`config.mk`:
```
export PLATFORM = sky130hd
export DESIGN_NAME = muldiv_controller
export DESIGN_NICKNAME = d
export VERILOG_FILES = /design/src/rtl/muldiv_controller.sv
export SDC_FILE = /design/constraint.sdc
export NUM_CORES = 1
export LEC_CHECK = 0
export CAP_MARGIN = 20
export CORE_UTILIZATION = 30
export DETAILED_ROUTE_END_ITERATION = 10
export PLACE_DENSITY = 0.48
export SYNTH_ARGS = -nofsm -noshare
export SYNTH_HDL_FRONTEND = slang
export SYNTH_SLANG_ARGS = --single-unit
```
`constraint.sdc`:
```
create_clock -name clk -period 5.3 [get_ports clk]
set_input_delay 1.59 -clock clk [delete_from_list [all_inputs] [get_ports clk]]
set_output_delay 1.59 -clock clk [all_outputs]
set_load 0.005 [all_outputs]
```
`src/rtl/muldiv_controller.sv`:
```
// -----------------------------------------------------------------------------
// muldiv_controller
//   Iterative multiply/divide sequencer that owns the architectural HI/LO
//   registers. mult/multu run a radix-2 shift-add multiply and div/divu run a
//   restoring shift-subtract divide, one bit per clock. Operands are reduced to
//   magnitudes on issue and the signs are re-applied in a single FIX cycle.
//   Latency from the issue edge to the HI/LO update is WIDTH+1 edges.
//
// Optional feature: define MULDIV_MTHILO_EN to add the mthi/mtlo write port
//   (wr_hi, wr_lo, wdata). Without it HI/LO change only on FIX or rst.
//
// Ports
//   clk, rst     clock, synchronous active-high reset
//   start, func  issue strobe and funct field (mult/multu/div/divu)
//   a, b         rs / rt operands
//   rd_hi, rd_lo mfhi / mflo present in EX
//   wr_hi, wr_lo, wdata   mthi / mtlo (MULDIV_MTHILO_EN only)
//   busy         iteration or sign-fix in progress
//   stall        busy and a dependent HI/LO access is being presented
//   done, dz     one-cycle completion pulse, divide-by-zero flag with done
//   hi, lo       architectural HI / LO
// -----------------------------------------------------------------------------
module muldiv_controller #(
  parameter int WIDTH = 32
) (
  input  logic             clk,
  input  logic             rst,
  input  logic             start,
  input  logic [5:0]       func,
  input  logic [WIDTH-1:0] a,
  input  logic [WIDTH-1:0] b,
  input  logic             rd_hi,
  input  logic             rd_lo,
`ifdef MULDIV_MTHILO_EN
  input  logic             wr_hi,
  input  logic             wr_lo,
  input  logic [WIDTH-1:0] wdata,
`endif
  output logic             busy,
  output logic             stall,
  output logic             done,
  output logic             dz,
  output logic [WIDTH-1:0] hi,
  output logic [WIDTH-1:0] lo
);

  localparam int CW = (WIDTH > 1) ? $clog2(WIDTH) : 1;
  localparam logic [WIDTH-1:0]   ONE_W  = WIDTH'(1);
  localparam logic [2*WIDTH-1:0] ONE_2W = (2*WIDTH)'(1);

  typedef enum logic [1:0] {IDLE, RUN, FIX} state_e;

  // Two's-complement conditional negation; the magnitude of the most-negative
  // value wraps to itself, which is exactly the unsigned magnitude we need.
  function automatic logic [WIDTH-1:0] cond_neg_w(input logic [WIDTH-1:0] x,
                                                  input logic neg);
    return neg ? (~x + ONE_W) : x;
  endfunction

  function automatic logic [2*WIDTH-1:0] cond_neg_2w(input logic [2*WIDTH-1:0] x,
                                                     input logic neg);
    return neg ? (~x + ONE_2W) : x;
  endfunction

  state_e               state_q, state_d;
  logic [CW-1:0]        cnt_q, cnt_d;
  logic [2*WIDTH-1:0]   acc_q, acc_d;    // mul: {partial, multiplier}; div: {rem, quotient}
  logic [WIDTH-1:0]     opnd_q, opnd_d;  // |multiplicand| or |divisor|
  logic                 is_div_q, is_div_d;
  logic                 neg_a_q, neg_a_d;
  logic                 neg_b_q, neg_b_d;
  logic                 dzero_q, dzero_d;
  logic [WIDTH-1:0]     hi_q, hi_d;
  logic [WIDTH-1:0]     lo_q, lo_d;
  logic                 done_q, done_d;
  logic                 dz_q, dz_d;

  logic                 func_ok, op_signed, op_div;
  logic [WIDTH:0]       mul_add, mul_sum;
  logic [WIDTH:0]       div_shift, div_diff;
  logic                 div_ge;
  logic [2*WIDTH-1:0]   prod;

  assign func_ok   = (func[5:2] == 4'b0110);
  assign op_signed = ~func[0];
  assign op_div    = func[1];

  always_comb begin
    mul_add   = acc_q[0] ? {1'b0, opnd_q} : '0;
    mul_sum   = {1'b0, acc_q[2*WIDTH-1:WIDTH]} + mul_add;
    div_shift = {acc_q[2*WIDTH-1:WIDTH], acc_q[WIDTH-1]};
    div_diff  = div_shift - {1'b0, opnd_q};
    div_ge    = (div_shift >= {1'b0, opnd_q});
    prod      = cond_neg_2w(acc_q, neg_a_q ^ neg_b_q);
  end

  always_comb begin
    state_d  = state_q;
    cnt_d    = cnt_q;
    acc_d    = acc_q;
    opnd_d   = opnd_q;
    is_div_d = is_div_q;
    neg_a_d  = neg_a_q;
    neg_b_d  = neg_b_q;
    dzero_d  = dzero_q;
    hi_d     = hi_q;
    lo_d     = lo_q;
    done_d   = 1'b0;
    dz_d     = 1'b0;
    unique case (state_q)
      IDLE: begin
        if (start && func_ok) begin
          is_div_d = op_div;
          neg_a_d  = op_signed & a[WIDTH-1];
          neg_b_d  = op_signed & b[WIDTH-1];
          dzero_d  = op_div & (b == '0);
          if (op_div) begin
            acc_d  = {{WIDTH{1'b0}}, cond_neg_w(a, op_signed & a[WIDTH-1])};
            opnd_d = cond_neg_w(b, op_signed & b[WIDTH-1]);
          end else begin
            acc_d  = {{WIDTH{1'b0}}, cond_neg_w(b, op_signed & b[WIDTH-1])};
            opnd_d = cond_neg_w(a, op_signed & a[WIDTH-1]);
          end
          cnt_d   = CW'(WIDTH - 1);
          state_d = RUN;
        end
`ifdef MULDIV_MTHILO_EN
        // An accepted issue takes priority; the move-to is dropped.
        else begin
          if (wr_hi) hi_d = wdata;
          if (wr_lo) lo_d = wdata;
        end
`endif
      end
      RUN: begin
        if (is_div_q) begin
          // Remainder always fits in WIDTH bits after the restore decision.
          acc_d = {(div_ge ? div_diff[WIDTH-1:0] : div_shift[WIDTH-1:0]),
                   acc_q[WIDTH-2:0], div_ge};
        end else begin
          acc_d = {mul_sum, acc_q[WIDTH-1:1]};
        end
        if (cnt_q == '0) state_d = FIX;
        else             cnt_d   = cnt_q - CW'(1);
      end
      FIX: begin
        if (is_div_q) begin
          // With a zero divisor the array leaves rem=|a| and quotient=all ones,
          // so re-signing the remainder by sign(a) yields the raw dividend.
          lo_d = dzero_q ? '1 : cond_neg_w(acc_q[WIDTH-1:0], neg_a_q ^ neg_b_q);
          hi_d = cond_neg_w(acc_q[2*WIDTH-1:WIDTH], neg_a_q);
        end else begin
          hi_d = prod[2*WIDTH-1:WIDTH];
          lo_d = prod[WIDTH-1:0];
        end
        done_d  = 1'b1;
        dz_d    = dzero_q;
        state_d = IDLE;
      end
      default: state_d = IDLE;
    endcase
  end

  always_ff @(posedge clk) begin
    if (rst) begin
      state_q <= IDLE;
      cnt_q   <= '0;
      hi_q    <= '0;
      lo_q    <= '0;
      done_q  <= 1'b0;
      dz_q    <= 1'b0;
    end else begin
      state_q <= state_d;
      cnt_q   <= cnt_d;
      hi_q    <= hi_d;
      lo_q    <= lo_d;
      done_q  <= done_d;
      dz_q    <= dz_d;
    end
  end

  always_ff @(posedge clk) begin
    acc_q    <= acc_d;
    opnd_q   <= opnd_d;
    is_div_q <= is_div_d;
    neg_a_q  <= neg_a_d;
    neg_b_q  <= neg_b_d;
    dzero_q  <= dzero_d;
  end

  assign busy = (state_q != IDLE);
`ifdef MULDIV_MTHILO_EN
  assign stall = busy & (start | rd_hi | rd_lo | wr_hi | wr_lo);
`else
  assign stall = busy & (start | rd_hi | rd_lo);
`endif
  assign done = done_q;
  assign dz   = dz_q;
  assign hi   = hi_q;
  assign lo   = lo_q;

endmodule

```
==> results.ini <==
[power_and_ir_drop]
p_seq_share_pct=44.9
power.density_cell_area_mw_per_mm2=197.9
cellInternalPower_mw=2.341
p_leak_nw=6.074
share_comb_of_total_power_pct=14.8
sw_frac_of_total_pct=28.63
vdd_drop_max_uv=159.0
clkPwrFrac_pct=40.2
design_power_total_mw=3.280
power.net_switching_mw=0.9389

[final_layout]
top_library_cells_by_usage_in_the_layout_fill_and_taps_aside=sky130_fd_sc_hd__nor2_1 (209), sky130_fd_sc_hd__a21oi_1 (153), sky130_fd_sc_hd__clkdlybuf4s50_1 (140), sky130_fd_sc_hd__nand2_1 (132)
num-nets-final=1937
drive_above_1_share_pct=4.659
stdcell_area_sq_mm=0.01657
final_cell_count_no_fill=2403
num_antenna_cells=0
synthToLayoutAreaGrowth_pct=19.05
final_common_cell=sky130_fd_sc_hd__nor2_1

[yosys]
seq_area_frac_synth_pct=32.07
netlist_area_sq_mm=0.01392
postSynthCellCount=1693
synth_edf_count=100
seq_cells_post_synth=173
synth.avg_cell_area_sq_um=8.223
synth_async_sr_flop_share_pct=0
yosysUniqueCellTypes=69
synth_ff_type=sky130_fd_sc_hd__edfxtp_1
mappedNetlistNets=1840
yosys_warnings=0

[placed_design]
dpl.hpwl_um=36940
gp_weighted_congestion=0.8763
dpl_cells=2371
detailed_place.area_sq_mm=0.01596
io_buffer_count=142

[route]
dr_total_vias=12800
detailed_route_vias_per_instance=5.326
wl_per_cell_um=19.71
remaining_design_rule_violation_count=0
total_wirelength_um=47370
drt.antenna.violating_nets=0
drt_iter0_markers=850
drt-pass1-iter-count=5

[worst_setup_path]
r2r.worst_path.cells=14
worst_ep_arrival_time_ns=2.74
critPathLaunchType=input port
setup.reg_to_reg.worst_slack_ns=1.17
r2r-start=acc_q[0]
worst_r2r_endpoint=acc_q[53]
endpoint_kind=output pin
timing.critical_path.fanout_max=2
path_class=input port to output pin
cp.required_ns=3.71

[sta]
max_slew.worst_pin.slew_ns=0.8809
layout_worst_path_cycle_share_pct=81.62
hold_slack_ns=0.4588
finalWorstPathRequiredPeriod_ns=4.326
fmax_mhz=231.2
timing.slew.headroom_pct=41.15
grt_setup_unrepaired=false
setup_viol_count_final=0
setup-tns-final_ns=0
final_clock_skew_ns=0.01041
finalHoldViolCount=0
finalMaxSlewViolations=0

[die]
start_util_pct=30.54
die_w_um=217.4
core_area_sq_mm=0.04558
floorplan.rows=78
die_area_sq_mm=0.04727
die-height_um=217.4
num_io_pins=143

[min_path]
min_from=hi[22]
min_path_cells=2
hold_class=flip-flop to flip-flop
min_to=hi[22]

[clocking]
post_cts.repair.setup_buffers=0
cts.repair.resized=0
clock_latency_ns=0.46
post_cts_hold_buffers=0
h_tree_levels=4
worst_setup_hold_path_clk_slew_ns=0.07
tritoncts_num_sinks=173
cts.root.buffer_cell=sky130_fd_sc_hd__clkbuf_16
clock_path_buffers=2
tritoncts=done
cts_inserted_buffers=17

[outcome]
run_status=complete, no violations

[grt]
gr-usage-all-layers_pct=20.14
initial_antenna_violation_count=3
global_route_wire_length_before_repair_um=72750
first_global_vias=12430
grt_start_max_net_pins=65
global_route.overflow_total=0

[job]
maxCapViolations=0

==> worst max-delay path by stage <==
stage / startpoint / to / slack (ns) / cells after the start
6_report: start / stall / 0.97 / 3
5_1_grt: a[3] / acc_q[27] / 0.67 / 12
3_3_place_gp: a[3] / acc_q[27] / 0.61 / 12
3_5_place_dp: a[3] / acc_q[27] / 0.60 / 12
4_1_cts: start / stall / 0.97 / 3
2_1_floorplan: func[2] / acc_q[0] / 1.15 / 3
==> metal layers <==
metal / wire length, um / global-route usage, % / up-vias / share of wire (%)
li1: - / - / 6358 / -
met1: 21140 / 25.61 / 6103 / 45
met2: 23420 / 35.25 / 296 / 49
met3: 1930 / 2.985 / 40 / 4.1
met4: 867 / 5.399 / 2 / 1.8
met5: 12 / 0 / - / 0.025
==> registers in the layout (all words and copies together) (netlist names) <==
name / count
acc_q: 64
cnt_q: 5
done: 1
dz: 1
dzero_q: 1
hi: 32
is_div_q: 1
lo: 32
neg_a_q: 1
neg_b_q: 1
opnd_q: 32
state_q: 2
==> power by group through the flow <==
| stage | clock network (mW) | registers, mW | logic [mW] |
|---|---|---|---|
| after floorplan | 0 | 1.49 | 0.304 |
| after global placement | 0 | 1.50 | 0.483 |
| after detailed placement | 0 | 1.50 | 0.486 |
| after CTS | 1.36 | 1.47 | 0.487 |
| after global routing | 1.41 | 1.48 | 0.536 |
| final | 1.32 | 1.47 | 0.487 |
==> cell families (layout without fill, tap and decap cells) <==
logic type	count (synthesis)	in the layout	synth area share (%)
buffers and inverters	156	266	4.404
xor gates and xnor gates	171	171	10.76
muxes	74	74	5.348
DFF	173	173	32.07
adders and majority gates	72	72	6.579
AOI/OAI and AO/OA	491	491	22.26
and+or+nand+nor	556	556	18.58
==> synth_stat cells (13+ instances only) <==
cell / n / share of area [%]
sky130_fd_sc_hd__or3_1: 24 / 1.1
sky130_fd_sc_hd__o22ai_1: 13 / 0.58
sky130_fd_sc_hd__nor3_1: 53 / 1.9
sky130_fd_sc_hd__xor2_1: 78 / 4.9
sky130_fd_sc_hd__inv_1: 65 / 1.8
sky130_fd_sc_hd__a31oi_1: 13 / 0.58
sky130_fd_sc_hd__o211ai_1: 23 / 1.2
sky130_fd_sc_hd__edfxtp_1: 100 / 22
sky130_fd_sc_hd__clkbuf_1: 71 / 1.9
sky130_fd_sc_hd__a21o_1: 35 / 1.9
sky130_fd_sc_hd__nor2b_1: 17 / 0.76
sky130_fd_sc_hd__o21ai_0: 100 / 3.6
sky130_fd_sc_hd__a21oi_1: 155 / 5.6
sky130_fd_sc_hd__nand2_1: 132 / 3.6
sky130_fd_sc_hd__nand2b_1: 30 / 1.3
sky130_fd_sc_hd__mux2i_1: 71 / 5.1
sky130_fd_sc_hd__dfxtp_1: 73 / 10
sky130_fd_sc_hd__a211oi_1: 68 / 3.7
sky130_fd_sc_hd__ha_1: 70 / 6.3
sky130_fd_sc_hd__xnor2_1: 93 / 5.9
sky130_fd_sc_hd__nor4_1: 19 / 0.85
sky130_fd_sc_hd__o31ai_1: 14 / 0.75
sky130_fd_sc_hd__nor2_1: 210 / 5.7
sky130_fd_sc_hd__nand3_1: 22 / 0.79
==> critical path, stage by stage <==
cell and delay, ns:
sky130_fd_sc_hd__clkdlybuf4s50_1 0.42, sky130_fd_sc_hd__o31a_1 0.28, sky130_fd_sc_hd__clkdlybuf4s50_1 0.44
==> stage by stage <==
step	setup slack, ns	util (%)
finish	0.9741	36.36
floorplan	1.149	-
CTS	0.9660	36.36
global placement	0.6058	35.02
global route	0.6727	36.36
detailed placement	0.6033	35.02
==> cell type report <==
cell class                 count  area [sq um]
fill                        4720         29000
multi-input combinational   1364          8869
sequential                   173          4464
timing repair buffer         167          1624
tap                          600         750.7
clock buffer                  20         479.2
inverter                      67         251.5
clock inverter                12         135.1
No activity file was read; power rests on OpenSTA's default activity.
